[config.mk]
export PLATFORM = sky130hd
export DESIGN_NAME = axi_sram_slave_flat
export DESIGN_NICKNAME = d
export VERILOG_FILES = /design/src/rtl/axi_sram_slave_if.sv /design/src/rtl/axi_sram_slave.sv /design/src/flat_wrapper.sv
export SDC_FILE = /design/constraint.sdc
export NUM_CORES = 1
export LEC_CHECK = 0
export ABC_AREA = 1
export BUFFER_PORTS_ARGS = -buffer_cell sky130_fd_sc_hd__buf_2
export CAP_MARGIN = 20
export CORE_AREA = 2 2 119 121
export CTS_BUF_LIST = sky130_fd_sc_hd__clkbuf_8
export CTS_CLUSTER_DIAMETER = 120
export DETAILED_ROUTE_END_ITERATION = 8
export DIE_AREA = 0 0 121 123
export GPL_ROUTABILITY_DRIVEN = 0
export PLACE_DENSITY = 0.68
export SYNTH_ARGS = -nofsm -noshare
export SYNTH_HDL_FRONTEND = slang
export SYNTH_SLANG_ARGS = --single-unit
[constraint.sdc]
create_clock -name clk -period 3 [get_ports clk]
set_input_delay 0.6 -clock clk [delete_from_list [all_inputs] [get_ports clk]]
set_output_delay 0.6 -clock clk [all_outputs]
set_load 0.01 [all_outputs]
[src/rtl/axi_sram_slave_if.sv]
// AXI4 channel bundle (8-bit IDs, 32-bit address and data) with slave and master views.
// Signal names follow the AXI channel naming so traces read directly against the protocol.
interface AXI_interface_slave;
  logic [7:0]  AWID;
  logic [31:0] AWADDR;
  logic [3:0]  AWLEN;
  logic [2:0]  AWSIZE;
  logic [1:0]  AWBURST;
  logic        AWVALID;
  logic        AWREADY;

  logic [31:0] WDATA;
  logic [3:0]  WSTRB;
  logic        WLAST;
  logic        WVALID;
  logic        WREADY;

  logic [7:0]  BID;
  logic [1:0]  BRESP;
  logic        BVALID;
  logic        BREADY;

  logic [7:0]  ARID;
  logic [31:0] ARADDR;
  logic [3:0]  ARLEN;
  logic [2:0]  ARSIZE;
  logic [1:0]  ARBURST;
  logic        ARVALID;
  logic        ARREADY;

  logic [7:0]  RID;
  logic [31:0] RDATA;
  logic [1:0]  RRESP;
  logic        RLAST;
  logic        RVALID;
  logic        RREADY;

  modport slave (
    input  AWID, AWADDR, AWLEN, AWSIZE, AWBURST, AWVALID,
    output AWREADY,
    input  WDATA, WSTRB, WLAST, WVALID,
    output WREADY,
    output BID, BRESP, BVALID,
    input  BREADY,
    input  ARID, ARADDR, ARLEN, ARSIZE, ARBURST, ARVALID,
    output ARREADY,
    output RID, RDATA, RRESP, RLAST, RVALID,
    input  RREADY
  );

  modport master (
    output AWID, AWADDR, AWLEN, AWSIZE, AWBURST, AWVALID,
    input  AWREADY,
    output WDATA, WSTRB, WLAST, WVALID,
    input  WREADY,
    input  BID, BRESP, BVALID,
    output BREADY,
    output ARID, ARADDR, ARLEN, ARSIZE, ARBURST, ARVALID,
    input  ARREADY,
    input  RID, RDATA, RRESP, RLAST, RVALID,
    output RREADY
  );
endinterface

[src/rtl/axi_sram_slave.sv]
// AXI4 INCR-burst responder onto one single-port SRAM; one transaction at a time, reads 2 cycles/beat.
// Writes land in the W handshake cycle; R/B are held until RREADY/BREADY, W is accepted only in WR.
module axi_sram_slave #(
  parameter int ADDR_WIDTH = 14,
  parameter int DATA_WIDTH = 32
) (
  input  logic                  clk,
  input  logic                  rst,
  AXI_interface_slave.slave     s,
  output logic                  CEB,
  output logic                  WEB,
  output logic [DATA_WIDTH-1:0] BWEB,
  output logic [ADDR_WIDTH-1:0] A,
  output logic [DATA_WIDTH-1:0] DI,
  input  logic [DATA_WIDTH-1:0] DO
);

  typedef enum logic [2:0] {
    IDLE    = 3'd0,
    RD_ACC  = 3'd1,
    RD_DATA = 3'd2,
    WR      = 3'd3,
    WR_RESP = 3'd4
  } state_t;

  typedef struct packed {
    logic [7:0] id;
    logic [3:0] len;
  } txn_t;

  state_t                state;
  state_t                state_nxt;
  txn_t                  txn;
  logic [ADDR_WIDTH-1:0] addr;
  logic [3:0]            cnt;
  logic                  rd_prio;
  logic                  rd_first;
  logic [DATA_WIDTH-1:0] rdata_q;

  logic                  ar_rdy;
  logic                  aw_rdy;
  logic                  w_rdy;
  logic                  r_vld;
  logic                  b_vld;
  logic                  ceb;
  logic                  web;
  logic [DATA_WIDTH-1:0] bweb;
  logic [DATA_WIDTH-1:0] di;

  logic                  ar_hs;
  logic                  aw_hs;
  logic                  w_hs;
  logic                  r_hs;
  logic                  b_hs;
  logic                  last_beat;

  assign ar_hs     = ar_rdy;
  assign aw_hs     = aw_rdy;
  assign w_hs      = w_rdy & s.WVALID;
  assign r_hs      = r_vld & s.RREADY;
  assign b_hs      = b_vld & s.BREADY;
  assign last_beat = (cnt == txn.len);

  always_ff @(posedge clk) begin
    if (rst) begin
      state <= IDLE;
    end else begin
      state <= state_nxt;
    end
  end

  always_comb begin
    state_nxt = state;
    case (state)
      IDLE: begin
        if (ar_hs) begin
          state_nxt = RD_ACC;
        end else if (aw_hs) begin
          state_nxt = WR;
        end
      end
      RD_ACC:  state_nxt = RD_DATA;
      RD_DATA: begin
        if (r_hs) begin
          state_nxt = last_beat ? IDLE : RD_ACC;
        end
      end
      WR: begin
        if (w_hs && s.WLAST) begin
          state_nxt = WR_RESP;
        end
      end
      WR_RESP: begin
        if (b_hs) begin
          state_nxt = IDLE;
        end
      end
      default: state_nxt = IDLE;
    endcase
  end

  // Everything is gated by rst so the bus and macro are quiet even before the first reset edge.
  always_comb begin
    ar_rdy = 1'b0;
    aw_rdy = 1'b0;
    w_rdy  = 1'b0;
    r_vld  = 1'b0;
    b_vld  = 1'b0;
    ceb    = 1'b1;
    web    = 1'b1;
    bweb   = '1;
    di     = '0;
    if (!rst) begin
      case (state)
        IDLE: begin
          ar_rdy = s.ARVALID & (~s.AWVALID | rd_prio);
          aw_rdy = s.AWVALID & ~ar_rdy;
        end
        RD_ACC:  ceb = 1'b0;
        RD_DATA: r_vld = 1'b1;
        WR: begin
          w_rdy = 1'b1;
          if (s.WVALID) begin
            ceb = 1'b0;
            web = 1'b0;
            di  = s.WDATA;
            for (int i = 0; i < DATA_WIDTH / 8; i++) begin
              bweb[8*i +: 8] = {8{~s.WSTRB[i]}};
            end
          end
        end
        WR_RESP: b_vld = 1'b1;
        default: ;
      endcase
    end
  end

  always_ff @(posedge clk) begin
    if (rst) begin
      rd_prio  <= 1'b1;
      rd_first <= 1'b0;
      rdata_q  <= '0;
      addr     <= '0;
      cnt      <= '0;
      txn      <= '0;
    end else begin
      rd_first <= (state == RD_ACC);
      if (rd_first) begin
        rdata_q <= DO;
      end
      if (ar_hs) begin
        addr    <= s.ARADDR[ADDR_WIDTH+1:2];
        txn.id  <= s.ARID;
        txn.len <= s.ARLEN;
        cnt     <= '0;
        rd_prio <= 1'b0;
      end else if (aw_hs) begin
        addr    <= s.AWADDR[ADDR_WIDTH+1:2];
        txn.id  <= s.AWID;
        txn.len <= s.AWLEN;
        cnt     <= '0;
        rd_prio <= 1'b1;
      end else if (r_hs && !last_beat) begin
        addr <= addr + ADDR_WIDTH'(1);
        cnt  <= cnt + 4'd1;
      end else if (w_hs) begin
        addr <= addr + ADDR_WIDTH'(1);
      end
    end
  end

  // The macro presents DO only in the first RD_DATA cycle's window; the register keeps it stable across stalls.
  assign s.ARREADY = ar_rdy;
  assign s.AWREADY = aw_rdy;
  assign s.WREADY  = w_rdy;
  assign s.RVALID  = r_vld;
  assign s.RDATA   = r_vld ? (rd_first ? DO : rdata_q) : '0;
  assign s.RID     = r_vld ? txn.id : 8'd0;
  assign s.RLAST   = r_vld & last_beat;
  assign s.RRESP   = 2'b00;
  assign s.BVALID  = b_vld;
  assign s.BID     = b_vld ? txn.id : 8'd0;
  assign s.BRESP   = 2'b00;

  assign CEB  = ceb;
  assign WEB  = web;
  assign BWEB = bweb;
  assign DI   = di;
  assign A    = rst ? '0 : addr;

  logic unused_bits;
  assign unused_bits = ^{s.AWSIZE, s.AWBURST, s.ARSIZE, s.ARBURST,
                         s.AWADDR[31:ADDR_WIDTH+2], s.AWADDR[1:0],
                         s.ARADDR[31:ADDR_WIDTH+2], s.ARADDR[1:0]};

endmodule
[src/flat_wrapper.sv]
// flat-port wrapper written by rule: the top's interface ports become plain ports
module axi_sram_slave_flat 
#(
  parameter int ADDR_WIDTH = 14,
  parameter int DATA_WIDTH = 32
)
  (clk, rst, CEB, WEB, BWEB, A, DI, DO, s_AWID, s_AWADDR, s_AWLEN, s_AWSIZE, s_AWBURST, s_AWVALID, s_AWREADY, s_WDATA, s_WSTRB, s_WLAST, s_WVALID, s_WREADY, s_BID, s_BRESP, s_BVALID, s_BREADY, s_ARID, s_ARADDR, s_ARLEN, s_ARSIZE, s_ARBURST, s_ARVALID, s_ARREADY, s_RID, s_RDATA, s_RRESP, s_RLAST, s_RVALID, s_RREADY);
  AXI_interface_slave s_i ();
  input  logic clk;
  input  logic rst;
  output logic CEB;
  output logic WEB;
  output logic [DATA_WIDTH-1:0] BWEB;
  output logic [ADDR_WIDTH-1:0] A;
  output logic [DATA_WIDTH-1:0] DI;
  input  logic [DATA_WIDTH-1:0] DO;
  input wire logic [$bits(s_i.AWID)-1:0] s_AWID;
  input wire logic [$bits(s_i.AWADDR)-1:0] s_AWADDR;
  input wire logic [$bits(s_i.AWLEN)-1:0] s_AWLEN;
  input wire logic [$bits(s_i.AWSIZE)-1:0] s_AWSIZE;
  input wire logic [$bits(s_i.AWBURST)-1:0] s_AWBURST;
  input wire logic [$bits(s_i.AWVALID)-1:0] s_AWVALID;
  output wire logic [$bits(s_i.AWREADY)-1:0] s_AWREADY;
  input wire logic [$bits(s_i.WDATA)-1:0] s_WDATA;
  input wire logic [$bits(s_i.WSTRB)-1:0] s_WSTRB;
  input wire logic [$bits(s_i.WLAST)-1:0] s_WLAST;
  input wire logic [$bits(s_i.WVALID)-1:0] s_WVALID;
  output wire logic [$bits(s_i.WREADY)-1:0] s_WREADY;
  output wire logic [$bits(s_i.BID)-1:0] s_BID;
  output wire logic [$bits(s_i.BRESP)-1:0] s_BRESP;
  output wire logic [$bits(s_i.BVALID)-1:0] s_BVALID;
  input wire logic [$bits(s_i.BREADY)-1:0] s_BREADY;
  input wire logic [$bits(s_i.ARID)-1:0] s_ARID;
  input wire logic [$bits(s_i.ARADDR)-1:0] s_ARADDR;
  input wire logic [$bits(s_i.ARLEN)-1:0] s_ARLEN;
  input wire logic [$bits(s_i.ARSIZE)-1:0] s_ARSIZE;
  input wire logic [$bits(s_i.ARBURST)-1:0] s_ARBURST;
  input wire logic [$bits(s_i.ARVALID)-1:0] s_ARVALID;
  output wire logic [$bits(s_i.ARREADY)-1:0] s_ARREADY;
  output wire logic [$bits(s_i.RID)-1:0] s_RID;
  output wire logic [$bits(s_i.RDATA)-1:0] s_RDATA;
  output wire logic [$bits(s_i.RRESP)-1:0] s_RRESP;
  output wire logic [$bits(s_i.RLAST)-1:0] s_RLAST;
  output wire logic [$bits(s_i.RVALID)-1:0] s_RVALID;
  input wire logic [$bits(s_i.RREADY)-1:0] s_RREADY;
  assign s_i.AWID = s_AWID;
  assign s_i.AWADDR = s_AWADDR;
  assign s_i.AWLEN = s_AWLEN;
  assign s_i.AWSIZE = s_AWSIZE;
  assign s_i.AWBURST = s_AWBURST;
  assign s_i.AWVALID = s_AWVALID;
  assign s_AWREADY = s_i.AWREADY;
  assign s_i.WDATA = s_WDATA;
  assign s_i.WSTRB = s_WSTRB;
  assign s_i.WLAST = s_WLAST;
  assign s_i.WVALID = s_WVALID;
  assign s_WREADY = s_i.WREADY;
  assign s_BID = s_i.BID;
  assign s_BRESP = s_i.BRESP;
  assign s_BVALID = s_i.BVALID;
  assign s_i.BREADY = s_BREADY;
  assign s_i.ARID = s_ARID;
  assign s_i.ARADDR = s_ARADDR;
  assign s_i.ARLEN = s_ARLEN;
  assign s_i.ARSIZE = s_ARSIZE;
  assign s_i.ARBURST = s_ARBURST;
  assign s_i.ARVALID = s_ARVALID;
  assign s_ARREADY = s_i.ARREADY;
  assign s_RID = s_i.RID;
  assign s_RDATA = s_i.RDATA;
  assign s_RRESP = s_i.RRESP;
  assign s_RLAST = s_i.RLAST;
  assign s_RVALID = s_i.RVALID;
  assign s_i.RREADY = s_RREADY;
  axi_sram_slave #(.ADDR_WIDTH(ADDR_WIDTH), .DATA_WIDTH(DATA_WIDTH)) u_core (.clk(clk), .rst(rst), .s(s_i), .CEB(CEB), .WEB(WEB), .BWEB(BWEB), .A(A), .DI(DI), .DO(DO));
endmodule
==> results list, run 1 <==
* Post-synth cell types: 32
- Slowest Stage Delay on Critical Path: 350 ps
- Entering global routing, the biggest net connects 44 pins.
- Once the clock tree was built, the resizer swapped 0 gates to a different size.
- The Yosys step of the flow raised 0 warnings.
- Post-Route Setup TNS: 0 ps
* Number of optimization iterations in the first detailed-route pass: 5
- Count of final setup violators: 0
- Pwr Density: 539 nW/um^2
* Std cell rows: 43
- The number of clock buffers added by TritonCTS is 9.
* Period utilization: 0.814
* Run status: finished clean
* Category of the most critical setup path: flop to output pin
- The repair_antennas step left the layout with diodes totalling 0.
- The worst path in the final design needs a cycle of 2440 ps, including I/O delays and setup.
- Max-slew violations: 0
- Layout cells sized above 1: 0.344
* Initial antenna violation count: 1
- Number of inserted filler cells in the final layout: 1454
- Once placement finished, the instance area stood at 5460 um^2.
- At the later pin of the worst-skew pair, clock insertion delay measures 350 ps.
- Across every metal layer, demand over resource in global routing totals 0.177.
- The clock drives 67 sinks.
- Critical path buffer and inverter count: 3
- CP endpoint kind: output pin
* Cell area after synthesis: 4240 um^2
- RSZ-0062 raised after global routing: no
* First-pass GRT wire length: 20300 um
- Data on the critical path is required at its endpoint by 2400 ps.
* Total half-perimeter wirelength after legalization and detailed placement: 10800 um
* Largest fanout of any net on the critical path: 15
- The final-report hold violation count came to 0.
- On the final layout, the worst hold slack is 480 ps.
* Max-cap check violation count: 0
* Post-CTS Setup Repair Bufs: 0
* Number of synthesized register bits: 67
- The floorplan step set the die height to 123 um.
- Area growth from synthesis to layout: 33.0%
- DIE WIDTH: 121 um
* Vias after detailed routing: 4726
- The die covers 14900 um^2.
- Across the routed clock network, the largest skew measured is 11.9 ps.
- Top cell by count, worst path: sky130_fd_sc_hd__inv_2
- For this run, design rule violations remaining after detail routing come to 0.
- Static timing analysis puts the maximum clock frequency at 0.410 GHz.
- Design area: 5650 um^2
- The min-delay analysis places its worst path in the category flop to flop.
* Cell with the largest stage delay on the worst path: sky130_fd_sc_hd__dfxtp_1
- Boundary Pins: 312
* CP Data Arrival Time: 1840 ps
* Crit Reg-Reg Startpoint: u_core.state[1]
* Starting density of the core: 0.312
* Depth of the worst register-to-register path: 9
- Sequential fraction of the synthesis area: 0.316
* Wire length per cell after detailed routing: 12.6 um
* Clock tree from TritonCTS: done
- The final layout contains routed wiring with a total length of 13600 um.
* Remaining antenna violation count after routing: 0
* Number of nets in the layout: 1071
- The H-tree was split into 3 levels.
- Using the TritonRoute via totals, the vias-per-cell ratio works out to 4.38.
- Buffers inserted to repair hold after CTS numbered 0.
* Overall overflow remaining after global route: 0
- Iter 0 DRT Violations: 260
- The signal on the critical path passes through inv_2 > nand2_1 > nor2_4 > nand3_4 > inv_2 > buf_2.
* Clock transition at the register clock pins on the worst setup and hold paths after CTS: 80 ps
- For hold timing, the worst endpoint is u_core.txn[10].
* Worst reg2reg endpoint: u_core.addr[2]
- Synthesized netlist cell count: 674
- Clock tree buffer depth: 2
- Input and output buffers added on the ports amount to 261.
- The cell family contributing the most delay on the critical path is simple AND/OR/NAND/NOR gates.
- Core Area: 13600 um^2
- The via count of the first global-routing pass was 4013.
- Worst Setup Start Kind: flop
- The analysis attributes to cell leakage a power of 3.09 nW.
- IR drop worst, VDD: 0.000193 V
- A synthesized cell averages 6.30 um^2.
- The startpoint identified for the worst hold timing path is u_core.txn[10].
- Setup slack, reg-to-reg: 790 ps
- Cell depth of the worst hold path: 2
- The cell sitting at the root of the clock tree is a sky130_fd_sc_hd__clkbuf_8.
## cells in the final DEF (no fill, tap or decap), types with 2 or more instances in the layout
| cell type | netlist | final |
|---|---|---|
| sky130_fd_sc_hd__or2_2 | 4 | 4 |
| sky130_fd_sc_hd__clkinvlp_4 | 0 | 3 |
| sky130_fd_sc_hd__nand2_2 | 2 | 2 |
| sky130_fd_sc_hd__a21oi_1 | 8 | 8 |
| sky130_fd_sc_hd__o21ai_0 | 7 | 7 |
| sky130_fd_sc_hd__conb_1 | 1 | 4 |
| sky130_fd_sc_hd__inv_1 | 96 | 96 |
| sky130_fd_sc_hd__ha_1 | 2 | 2 |
| sky130_fd_sc_hd__nand4_1 | 11 | 11 |
| sky130_fd_sc_hd__o211ai_1 | 5 | 5 |
| sky130_fd_sc_hd__clkbuf_8 | 0 | 9 |
| sky130_fd_sc_hd__inv_2 | 8 | 8 |
| sky130_fd_sc_hd__dfxtp_1 | 67 | 66 |
| sky130_fd_sc_hd__a31oi_1 | 10 | 10 |
| sky130_fd_sc_hd__buf_4 | 35 | 8 |
| sky130_fd_sc_hd__nor3_1 | 2 | 2 |
| sky130_fd_sc_hd__mux2i_1 | 32 | 32 |
| sky130_fd_sc_hd__inv_6 | 0 | 4 |
| sky130_fd_sc_hd__nand3_1 | 42 | 42 |
| sky130_fd_sc_hd__nand3_4 | 3 | 3 |
| sky130_fd_sc_hd__nor2_1 | 152 | 152 |
| sky130_fd_sc_hd__nand2_1 | 149 | 149 |
| sky130_fd_sc_hd__buf_2 | 10 | 261 |
| sky130_fd_sc_hd__nor2_2 | 3 | 3 |
## metrics by stage
stage / util / worst slack [ps] / total power [mW] / cells
global route: 0.415 / 411 / 3.30 / 1080
CTS: 0.415 / 533 / 3.08 / 1080
finish: 0.415 / 559 / 3.05 / 1080
detailed placement: 0.401 / 472 / 2.36 / 1064
global placement: 0.401 / 456 / 2.35 / 1064
floorplan: - / 864 / 2.02 / 677
## Yosys cell counts
cell type | instances | area (um^2)
sky130_fd_sc_hd__nor2_1 | 152 | 571
sky130_fd_sc_hd__nand2_1 | 149 | 559
sky130_fd_sc_hd__inv_1 | 96 | 360
sky130_fd_sc_hd__dfxtp_1 | 67 | 1340
sky130_fd_sc_hd__nand3_1 | 42 | 210
sky130_fd_sc_hd__buf_4 | 35 | 263
sky130_fd_sc_hd__mux2i_1 | 32 | 320
sky130_fd_sc_hd__nand4_1 | 11 | 68.8
sky130_fd_sc_hd__a31oi_1 | 10 | 62.6
sky130_fd_sc_hd__buf_2 | 10 | 50.1
sky130_fd_sc_hd__buf_1 | 9 | 33.8
sky130_fd_sc_hd__a21oi_1 | 8 | 40.0
sky130_fd_sc_hd__inv_2 | 8 | 30.0
sky130_fd_sc_hd__clkbuf_1 | 7 | 26.3
sky130_fd_sc_hd__o21ai_0 | 7 | 35.0
sky130_fd_sc_hd__o211ai_1 | 5 | 37.5
sky130_fd_sc_hd__or2_2 | 4 | 25.0
sky130_fd_sc_hd__nand3_4 | 3 | 52.6
sky130_fd_sc_hd__nor2_2 | 3 | 18.8
sky130_fd_sc_hd__ha_1 | 2 | 25.0
sky130_fd_sc_hd__nand2_2 | 2 | 12.5
sky130_fd_sc_hd__nor3_1 | 2 | 10.0
sky130_fd_sc_hd__a211oi_1 | 1 | 7.51
sky130_fd_sc_hd__a21oi_4 | 1 | 16.3
sky130_fd_sc_hd__and3_1 | 1 | 6.26
sky130_fd_sc_hd__buf_6 | 1 | 11.3
sky130_fd_sc_hd__conb_1 | 1 | 3.75
sky130_fd_sc_hd__nand2_4 | 1 | 11.3
sky130_fd_sc_hd__nand3_2 | 1 | 10.0
sky130_fd_sc_hd__nor2_4 | 1 | 11.3
sky130_fd_sc_hd__o21ai_1 | 1 | 5.00
sky130_fd_sc_hd__xor2_1 | 1 | 8.76
## logic make-up after synthesis
logic type               after synthesis  share of synthesized area
AO/OA/AOI/OAI                         33                     0.0481
XOR/XNOR                               1                    0.00206
adder cells (fa/ha/maj)                2                    0.00590
buffers and inverters                166                      0.182
flip-flops                            67                      0.316
multiplexers                          32                     0.0755
other                                  1                   0.000884
AND/OR/NAND/NOR                      372                      0.369
## layer usage
metal  part of all wire  track usage
met5                  0            0
met4              0.020       0.0705
met3              0.083       0.0378
met2               0.47        0.307
met1               0.43        0.212
## final cells by class
cell class                      count  area [um^2]  share of cell area
Tap cell                          180          225              0.0399
Sequential cell                    67         1340               0.238
Multi-Input combinational cell    444         2140               0.379
Clock buffer                        9          124              0.0219
Timing Repair Buffer              269         1370               0.242
Inverter                          104          390              0.0691
Clock inverter                      7         57.6              0.0102
## worst min-delay path: cells and delay by family (launching register included)
kind            cells  cell delay, ps
compound gates      1              60
flops               1             320
simple gates        1              60
## flip-flops by register name, summed over array words and instances (netlist names)
| name | count |
|---|---|
| u_core.addr | 14 |
| u_core.cnt | 4 |
| u_core.rd_first | 1 |
| u_core.rd_prio | 1 |
| u_core.rdata_q | 32 |
| u_core.state | 3 |
| u_core.txn | 12 |
## report_power, final
group | internal [mW] | switching, mW
registers | 1.04 | 0.138
logic | 0.427 | 0.734
clock network | 0.311 | 0.391
total | 1.78 | 1.26
## how the worst max path moves through the flow
stage                               start               to  cells after the start  slack [ps]
after floorplan                       rst         BWEB[10]                      5         860
after global placement                rst   u_core.addr[5]                     11         460
after detailed placement              rst  u_core.addr[12]                     11         470
after CTS                 u_core.state[0]        s_AWREADY                      6         530
after global routing      u_core.state[0]        s_AWREADY                      6         410
final                     u_core.state[0]        s_AWREADY                      6         560
No activity file was read; power rests on OpenSTA's default activity.
==> run 2, diff against run 1 <==
--- a/config.mk
+++ b/config.mk
@@ -8,13 +8,13 @@
 export ABC_AREA = 1
 export BUFFER_PORTS_ARGS = -buffer_cell sky130_fd_sc_hd__buf_2
 export CAP_MARGIN = 20
-export CORE_AREA = 2 2 119 121
+export CORE_AREA = 2 2 122 124
 export CTS_BUF_LIST = sky130_fd_sc_hd__clkbuf_8
 export CTS_CLUSTER_DIAMETER = 120
 export DETAILED_ROUTE_END_ITERATION = 8
-export DIE_AREA = 0 0 121 123
+export DIE_AREA = 0 0 124 126
 export GPL_ROUTABILITY_DRIVEN = 0
-export PLACE_DENSITY = 0.68
+export PLACE_DENSITY = 0.67
 export SYNTH_ARGS = -nofsm -noshare
 export SYNTH_HDL_FRONTEND = slang
 export SYNTH_SLANG_ARGS = --single-unit
==> constraint.sdc (replaced) <==
create_clock -name clk -period 2.24 [get_ports clk]
set_input_delay 0.448 -clock clk [delete_from_list [all_inputs] [get_ports clk]]
set_output_delay 0.448 -clock clk [all_outputs]
set_load 0.01 [all_outputs]
==> results list, run 2 (synthesis results as in run 1) <==
* Number of inserted diodes: 0
* Total half-perimeter wirelength after legalization and detailed placement: 10400 um
- Regs by FF count: u_core.rdata_q x32, u_core.addr x14, u_core.txn x12
* Largest fanout of any net on the critical path: 34
* Number of DRC violations after detailed routing: 0
* Boundary Pins: 312
- The later pin in the worst-skew pair is clocked with a latency of 350 ps.
- Data on the critical path is required at its endpoint by 1790 ps.
* Remaining antenna violation count after routing: 0
- Summed over all failing endpoints, the final setup total negative slack is 0 ps.
- Core Area: 14300 um^2
- Wire length per cell after detailed routing: 12.2 um
- DIE WIDTH: 124 um
- The count of cells in the finished layout, fillers not included, comes to 1092.
- Of the cells placed in the final design, the portion with a size suffix greater than 1 is 0.358.
- The max-slew violation count is 0.
* Clock tree buffer depth: 2
* Max-cap check violation count: 0
- Top register by number of flip-flops: u_core.rdata_q
- After floorplanning, the core was divided into 44 placement rows.
- Number of buffers added to fix hold violations after cts: 0
- Pwr Density: 721 nW/um^2
- Root Driver: sky130_fd_sc_hd__clkbuf_8
- Of the available clock period, the critical path in the final layout requires 0.916.
- The first global-routing pass estimated 19800 um of wire.
* IR drop worst, VDD: 0.000276 V
* Overall die area: 15600 um^2
- Slowest Stage Delay on Critical Path: 420 ps
* Dpl cells: 1072
- The floorplan step set the die height to 126 um.
- RSZ-0062 raised after global routing: no
* Largest net degree at the start of global routing: 43
- Class of the tightest hold or removal check: primary input to flop
- Count of clock tree sinks: 67
* Most used cells in the layout excluding fill and tap cells: 261 x sky130_fd_sc_hd__buf_2, 151 x sky130_fd_sc_hd__nor2_1, 145 x sky130_fd_sc_hd__nand2_1
* Starting density of the core: 0.297
- Flip-flop count of the largest register after layout: 32
- Maximum achievable frequency: 0.487 GHz
- Traced cell by cell, the critical path runs through nand3_1 > nor2_2 > nand2_2 > buf_6 > nor2_1 > buf_2.
- Number of inserted filler cells in the final layout: 1544
- Vias after detailed routing: 4802
- The final layout contains routed wiring with a total length of 13300 um.
- The number of buffers and inverters on the critical path is 2.
- Routed via count divided by cell count: 4.40
* CP endpoint kind: output pin
* Cell with the largest stage delay on the worst path: sky130_fd_sc_hd__dfxtp_2
- The tightest hold path in the finished design has a slack of 357 ps.
- The analysis attributes to cell leakage a power of 3.14 nW.
- Leaving out fill and tap cells, the most frequent cell in the layout is sky130_fd_sc_hd__buf_2.
* Area occupied by registers: 1340 um^2
- In the final layout, the multi-input gates occupy 2150 um^2.
* Aggregate global-route resource usage: 0.163
* Initial antenna violation count: 0
- The clock period could shrink to 2050 ps.
- Worst Setup Start Kind: flop
- The run finished with clean final reports.
- Number of hold-slack violations in the final timing report: 0
- The first TritonRoute pass finished after 5 iterations.
- Setup violations remaining at the end of the flow were counted as 0.
* Category of the most critical setup path: flop to output pin
* Number of buffers created by CTS: 9
- Area growth from synthesis to layout: 35.8%
- Final clock skew: 15.3 ps
- Port Buffers: 261
- The first routing iteration left 228 violations.
- Via count of the first global-routing pass: 4209
- The total overflow left after global routing is 0.
* Kind of cell adding the most delay to the critical path: simple AND/OR/NAND/NOR gates
- Clock tree from TritonCTS: done
- For the worst setup path, the data arrival time is 1600 ps.
* Maximum level of the CTS H-tree: 3
- After clock tree synthesis, the clock-pin slew on the worst setup and hold paths is 90 ps.
- For this run, the post-layout net count is 1079.
==> run 2: cell types whose count changed in the layout (fill, tap and decap cells not counted), sizes merged <==
cell	delta
buf	+8
inv	-3
clkinv	+3
==> run 2: layer usage <==
| layer | part of all wire | routed length [um] | up-vias | GRT usage |
|---|---|---|---|---|
| li1 | - | - | 2477 | - |
| met1 | 0.42 | 5590 | 2087 | 0.192 |
| met2 | 0.48 | 6360 | 222 | 0.287 |
| met3 | 0.082 | 1100 | 16 | 0.0367 |
| met4 | 0.018 | 235 | 0 | 0.0582 |
| met5 | 0 | 0 | - | 0 |
==> run 2: report_power, final <==
group          internal [mW]  total [mW]  switching, mW
Sequential              1.40        1.58          0.178
Combinational          0.659        1.66           1.00
Clock                  0.407       0.918          0.511
==> run 2: repair_timing <==
item,in CTS,in global routing
pin swaps,0,1
setup endpoints to repair,48,72
setup buffers,0,4
gates resized for setup,1,7
==> run 2: per-stage QoR <==
step / total power, mW / cell area, um^2 / util / setup slack (ps)
2_1_floorplan: 2.70 / 4260 / - / 334
3_5_place_dp: 3.22 / 5540 / 0.387 / 252
6_report: 4.16 / 5760 / 0.403 / 189
5_1_grt: 4.50 / 5760 / 0.403 / 14.8
4_1_cts: 4.16 / 5710 / 0.399 / 0.0143
3_3_place_gp: 3.20 / 5540 / 0.387 / 283
==> run 2: final timing paths <==
check	start	endpoint	slack [ps]	depth (start not counted)
setup / recovery	u_core.state[1]	DI[24]	190	6
hold reg to reg	u_core.txn[5]	u_core.txn[5]	490	2
hold / removal	s_ARADDR[3]	u_core.addr[1]	360	3
setup reg to reg	u_core.state[0]	u_core.addr[12]	500	12
==> run 2: layout make-up <==
| class | instances | share of cell area |
|---|---|---|
| well taps | 184 | 0.0399 |
| inverters | 104 | 0.0684 |
| clock inverters | 7 | 0.00890 |
| multi-input cells | 444 | 0.373 |
| flip-flops and latches | 67 | 0.233 |
| clock buffers | 9 | 0.0215 |
| repair buffers | 277 | 0.255 |
==> run 2: worst reg2reg max path: stages (launching register included) <==
cell and delay [ps]:
sky130_fd_sc_hd__dfxtp_1 360, sky130_fd_sc_hd__inv_2 70, sky130_fd_sc_hd__nand2_1 80, sky130_fd_sc_hd__nor2_4 220, sky130_fd_sc_hd__buf_4 160, sky130_fd_sc_hd__nand3_4 100
sky130_fd_sc_hd__nand2_4 130, sky130_fd_sc_hd__inv_2 60, sky130_fd_sc_hd__nand3_4 110, sky130_fd_sc_hd__buf_4 190, sky130_fd_sc_hd__nand3_1 80, sky130_fd_sc_hd__nand2_1 60
sky130_fd_sc_hd__inv_1 40
